==> config.mk <==
export PLATFORM = sky130hd
export DESIGN_NAME = alarm_reg
export DESIGN_NICKNAME = d
export VERILOG_FILES = /design/src/rtl/alarm_pkg.sv /design/src/rtl/alarm_reg_bcd_time_validator.sv /design/src/rtl/alarm_reg.sv
export SDC_FILE = /design/constraint.sdc
export NUM_CORES = 1
export LEC_CHECK = 0
export ABC_AREA = 1
export CORE_MARGIN = 8
export CORE_UTILIZATION = 42
export CTS_CLUSTER_SIZE = 14
export DETAILED_ROUTE_END_ITERATION = 12
export PLACE_DENSITY = 0.83
export REMOVE_ABC_BUFFERS = 1
export SLEW_MARGIN = 20
export SYNTH_ARGS = -nofsm -noshare
export SYNTH_HDL_FRONTEND = slang
export SYNTH_SLANG_ARGS = --single-unit
export TNS_END_PERCENT = 50
==> constraint.sdc <==
create_clock -name clock -period 2 [get_ports clock]
set_clock_uncertainty 0.2 [all_clocks]
set_input_delay 0.3 -clock clock [delete_from_list [all_inputs] [get_ports clock]]
set_output_delay 0.3 -clock clock [all_outputs]
set_load 0.01 [all_outputs]
==> src/rtl/alarm_pkg.sv <==
// Shared types and limits for the alarm clock's BCD time handling.
// The time is held as four BCD digits in HH:MM order, 24-hour format.
package alarm_pkg;

   typedef logic [3:0] bcd_digit_t;

   localparam bcd_digit_t MAX_MS_HR      = 4'd2;
   localparam bcd_digit_t MAX_LS_HR_AT_2 = 4'd3;
   localparam bcd_digit_t MAX_MS_MIN     = 4'd5;
   localparam bcd_digit_t MAX_BCD        = 4'd9;
   localparam bcd_digit_t RESET_DIGIT    = 4'd0;

   typedef struct packed {
      bcd_digit_t ms_hr;
      bcd_digit_t ls_hr;
      bcd_digit_t ms_min;
      bcd_digit_t ls_min;
   } bcd_time_t;

   localparam bcd_time_t RESET_TIME = '{
      ms_hr:  RESET_DIGIT,
      ls_hr:  RESET_DIGIT,
      ms_min: RESET_DIGIT,
      ls_min: RESET_DIGIT
   };

   function automatic logic digit_le(input bcd_digit_t d, input bcd_digit_t lim);
      return (d <= lim);
   endfunction

endpackage

==> src/rtl/alarm_reg_bcd_time_validator.sv <==
// Combinational legality check for a candidate HH:MM time in BCD.
// Shared by the alarm load path and the clock-set path.
module bcd_time_validator
   import alarm_pkg::*;
(
   input  logic [3:0] i_ms_hr,
   input  logic [3:0] i_ls_hr,
   input  logic [3:0] i_ms_min,
   input  logic [3:0] i_ls_min,
   output logic       o_time_valid
);

   logic w_ms_hr_ok;
   logic w_ls_hr_ok;
   logic w_ms_min_ok;
   logic w_ls_min_ok;
   logic w_hr_is_20s;

   assign w_hr_is_20s = (i_ms_hr == MAX_MS_HR);

   assign w_ms_hr_ok  = digit_le(i_ms_hr, MAX_MS_HR);
   // In the 20s only 20..23 exist; otherwise the units digit is a full BCD digit.
   assign w_ls_hr_ok  = w_hr_is_20s ? digit_le(i_ls_hr, MAX_LS_HR_AT_2)
                                    : digit_le(i_ls_hr, MAX_BCD);
   assign w_ms_min_ok = digit_le(i_ms_min, MAX_MS_MIN);
   assign w_ls_min_ok = digit_le(i_ls_min, MAX_BCD);

   assign o_time_valid = w_ms_hr_ok & w_ls_hr_ok & w_ms_min_ok & w_ls_min_ok;

endmodule

==> src/rtl/alarm_reg.sv <==
// Stored alarm time: a 16-bit BCD register loaded only with legal HH:MM values.
// Outputs come straight from flops, so there is no input-to-output path.
module alarm_reg
   import alarm_pkg::*;
(
   input  logic       clock,
   input  logic       reset,
   input  logic [3:0] new_alarm_ms_hr,
   input  logic [3:0] new_alarm_ls_hr,
   input  logic [3:0] new_alarm_ms_min,
   input  logic [3:0] new_alarm_ls_min,
   input  logic       load_new_alarm,
   output logic [3:0] alarm_time_ms_hr,
   output logic [3:0] alarm_time_ls_hr,
   output logic [3:0] alarm_time_ms_min,
   output logic [3:0] alarm_time_ls_min
);

   bcd_time_t r_alarm_time;
   bcd_time_t w_candidate;
   logic      w_time_valid;
   logic      w_load_en;

   assign w_candidate = '{
      ms_hr:  new_alarm_ms_hr,
      ls_hr:  new_alarm_ls_hr,
      ms_min: new_alarm_ms_min,
      ls_min: new_alarm_ls_min
   };

   bcd_time_validator u_validator (
      .i_ms_hr      (new_alarm_ms_hr),
      .i_ls_hr      (new_alarm_ls_hr),
      .i_ms_min     (new_alarm_ms_min),
      .i_ls_min     (new_alarm_ls_min),
      .o_time_valid (w_time_valid)
   );

   // Illegal candidates are dropped silently so the stored time is always legal.
   assign w_load_en = load_new_alarm & w_time_valid;

   always_ff @(posedge clock or posedge reset) begin
      if (reset) begin
         r_alarm_time <= RESET_TIME;
      end else if (w_load_en) begin
         r_alarm_time <= w_candidate;
      end
   end

   assign alarm_time_ms_hr  = r_alarm_time.ms_hr;
   assign alarm_time_ls_hr  = r_alarm_time.ls_hr;
   assign alarm_time_ms_min = r_alarm_time.ms_min;
   assign alarm_time_ls_min = r_alarm_time.ls_min;

endmodule

==> impl_metrics.csv <==
group,metric,value,unit
yosys,yosys_warnings,0,
yosys,synth_seq_area_share,0.554,
yosys,synth_edf_count,0,
floorplan,io_pins,35,
cells_and_area,utilization,0.649,
global_routing,grt_max_degree,18,
placement,dpl.hpwl,1500,microns
worst_setup_path,r2r_end,"alarm_time_ms_hr[3]$_DFFE_PP0P_",
routing,ant_nets,0,
clock_network,tritoncts,"yes",
timing,period_needed,1700,ps
power,powerDensity,751,nW/um^2
worst_setup_path,slowest_stage,"clkdlybuf4s50_1",
clock_network,cts_setup_buffers,0,
cells_and_area,diodes,0,
worst_setup_path,critPathArrivalTime,1200,ps
hold_path,min_path_type,"in2async",
clock_network,clockRootBuffer,"clkbuf_4",
timing,rsz0062_at_grt,"no",
worst_setup_path,path_class,"reg2out",
clock_network,cts_resized,0,
cells_and_area,drive_gt1_frac,0.0893,
worst_setup_path,worst-path-buf-inv,1,
clock_network,clock_latency,280,ps
timing,maxSlewViolCount,0,
worst_setup_path,crit_family,"buffers and inverters",
yosys,yosys-top-cells-count,"29 x nand2_1, 16 x dfrtp_1, 13 x nand3_1, 4 x inv_1, 3 x a21boi_0",
yosys,synth_top_area_frac,0.554,
routing,drc_errors,0,
routing,dr.pass1.iters,4,
clock_network,clock_tree.buffer_depth,2,
timing,slew_headroom,0.603,
power,p_total,0.814,mW
worst_setup_path,endpoint_kind,"output port",
worst_setup_path,critPathMaxFanout,2,
yosys,synth_area_leaders,"dfrtp_1 55%, nand2_1 15%, nand3_1 9.0%",
cells_and_area,n_fill_cell,137,
yosys,synth_largest_area_cell,"dfrtp_1",
global_routing,grt_pass1_wl,3190,microns
routing,vias,658,
yosys,synth.ff_latch_count,16,
routing,drt-total-wl,1930,microns
cells_and_area,nNetsFinal,133,
worst_setup_path,crit_path_cell_trace,"clkdlybuf4s50_1",
timing,holdWs,176,ps
yosys,yosys.cell_types.count,15,
worst_setup_path,max_stage_delay,540,ps
floorplan,die_w,57.5,microns
timing,setup_viol,0,
clock_network,path_clk_slew,90,ps
worst_setup_path,crit_required,1500,ps
yosys,synthFlopType,"dfrtp_1",
timing,fin_crit_sh,0.851,
floorplan,fp.coreArea,1670,sq um
power,leakage,0.541,nW
run_status,status,"completed",
routing,drtIter0Drc,16,
yosys,avgSynthCellArea,9.39,sq um
worst_setup_path,r2r_start,"alarm_time_ms_hr[3]$_DFFE_PP0P_",
timing,finalSetupTns,0,ps
placement,gp_congestion,0.693,
timing,fmax,587,MHz
floorplan,die-area,3310,sq um
clock_network,cts_hold_buf,0,
clock_network,cts_buffers,3,
timing,hold_viol_final,0,
global_routing,grt_use_total,0.121,
cells_and_area,synthToLayoutAreaGrowth,50.0,%
floorplan,fp.dieH,57.5,microns
routing,vias_per_cell,5.10,
job,maxCapViolations,0,
routing,wl_per_cell,14.9,microns
yosys,synth-async-reset-ratio,1.00,
yosys,synthesis.area,723,sq um
global_routing,overflow,0,
worst_setup_path,startpoint_type,"register",
floorplan,placementRows,15,
global_routing,grt_pass1_vias,685,
power,irDropWorstVdd,0.467,mV
global_routing,antenna_found_initial,0,
yosys,syn_inst,77,
worst_setup_path,rr_worst_depth,1,
floorplan,start_util,0.433,
worst_setup_path,rrSetupSlack,1150,ps
yosys,synth.most_common_cell,"nand2_1",
timing,worstMarginPinSlew,595,ps
clock_network,cts.htree.levels,1,
clock_network,cts_sinks,16,
placement,port_buffers,34,
kinds of logic (layout without fill, tap and decap cells):
logic type      after synthesis  count (layout)  synth area share
simple gates                 49              49             0.325
buf+inv                       7              42            0.0623
compound gates                5               5            0.0588
flops                        16              16             0.554
flip-flops by register name, indices dropped and copies added, names as in the netlist:
signal	count
alarm_time_ms_hr	4
alarm_time_ls_hr	4
alarm_time_ms_min	4
alarm_time_ls_min	4
final cells by class:
cell class                      count  area, sq um  area share
Sequential cell                    16          400       0.369
Timing Repair Buffer               35          348       0.321
Tap cell                           17         21.3      0.0196
Inverter                            4         15.0      0.0138
Multi-Input combinational cell     54          278       0.256
Clock buffer                        3         22.5      0.0208
through the flow:
stage               area [sq um]  worst slack, ps  std cells
global placement            1060              184        126
CTS                         1080              293        129
floorplan                    693              730         74
global route                1080              253        129
detailed placement          1060              123        126
finish                      1080              297        129
cell usage in the layout, fill, tap and decap left out:
cell type / count
a21boi_0: 3
nand2_1: 29
nand3_1: 13
nand2_4: 1
inv_1: 4
o21ai_1: 1
nand3_2: 1
buf_4: 1
dfrtp_1: 16
clkbuf_4: 3
nor2_1: 2
nor2_8: 1
nand2_2: 1
o21a_4: 1
clkdlybuf4s50_1: 34
nor2_2: 1
where the power goes:
part           internal, mW  switching [mW]  leakage [nW]  total, mW
logic                 0.141           0.105         0.314      0.245
registers             0.373          0.0278         0.213      0.401
clock network        0.0699          0.0982        0.0138      0.168
routing by layer:
metal | global-route usage | wire length (microns) | vias to the layer above | part of all wire
met4 | 0.0429 | 33 | 0 | 0.017
met2 | 0.215 | 1040 | 17 | 0.54
li1 | - | - | 317 | -
met5 | 0 | 0 | - | 0
met3 | 0.0471 | 129 | 4 | 0.067
met1 | 0.125 | 727 | 320 | 0.38
worst max path at each step:
stage          slack [ps]  cells past startpoint                              from                               end
2_1_floorplan         730                      6                new_alarm_ms_hr[3]   alarm_time_ls_hr[0]$_DFFE_PP0P_
4_1_cts               290                      1  alarm_time_ls_min[3]$_DFFE_PP0P_              alarm_time_ls_min[3]
3_3_place_gp          180                      6               new_alarm_ls_min[1]  alarm_time_ls_min[1]$_DFFE_PP0P_
5_1_grt               250                      1   alarm_time_ms_hr[1]$_DFFE_PP0P_               alarm_time_ms_hr[1]
3_5_place_dp          120                      6               new_alarm_ls_min[1]  alarm_time_ms_min[2]$_DFFE_PP0P_
6_report              300                      1  alarm_time_ls_min[3]$_DFFE_PP0P_              alarm_time_ls_min[3]
Power figures use the tool's default switching activity.
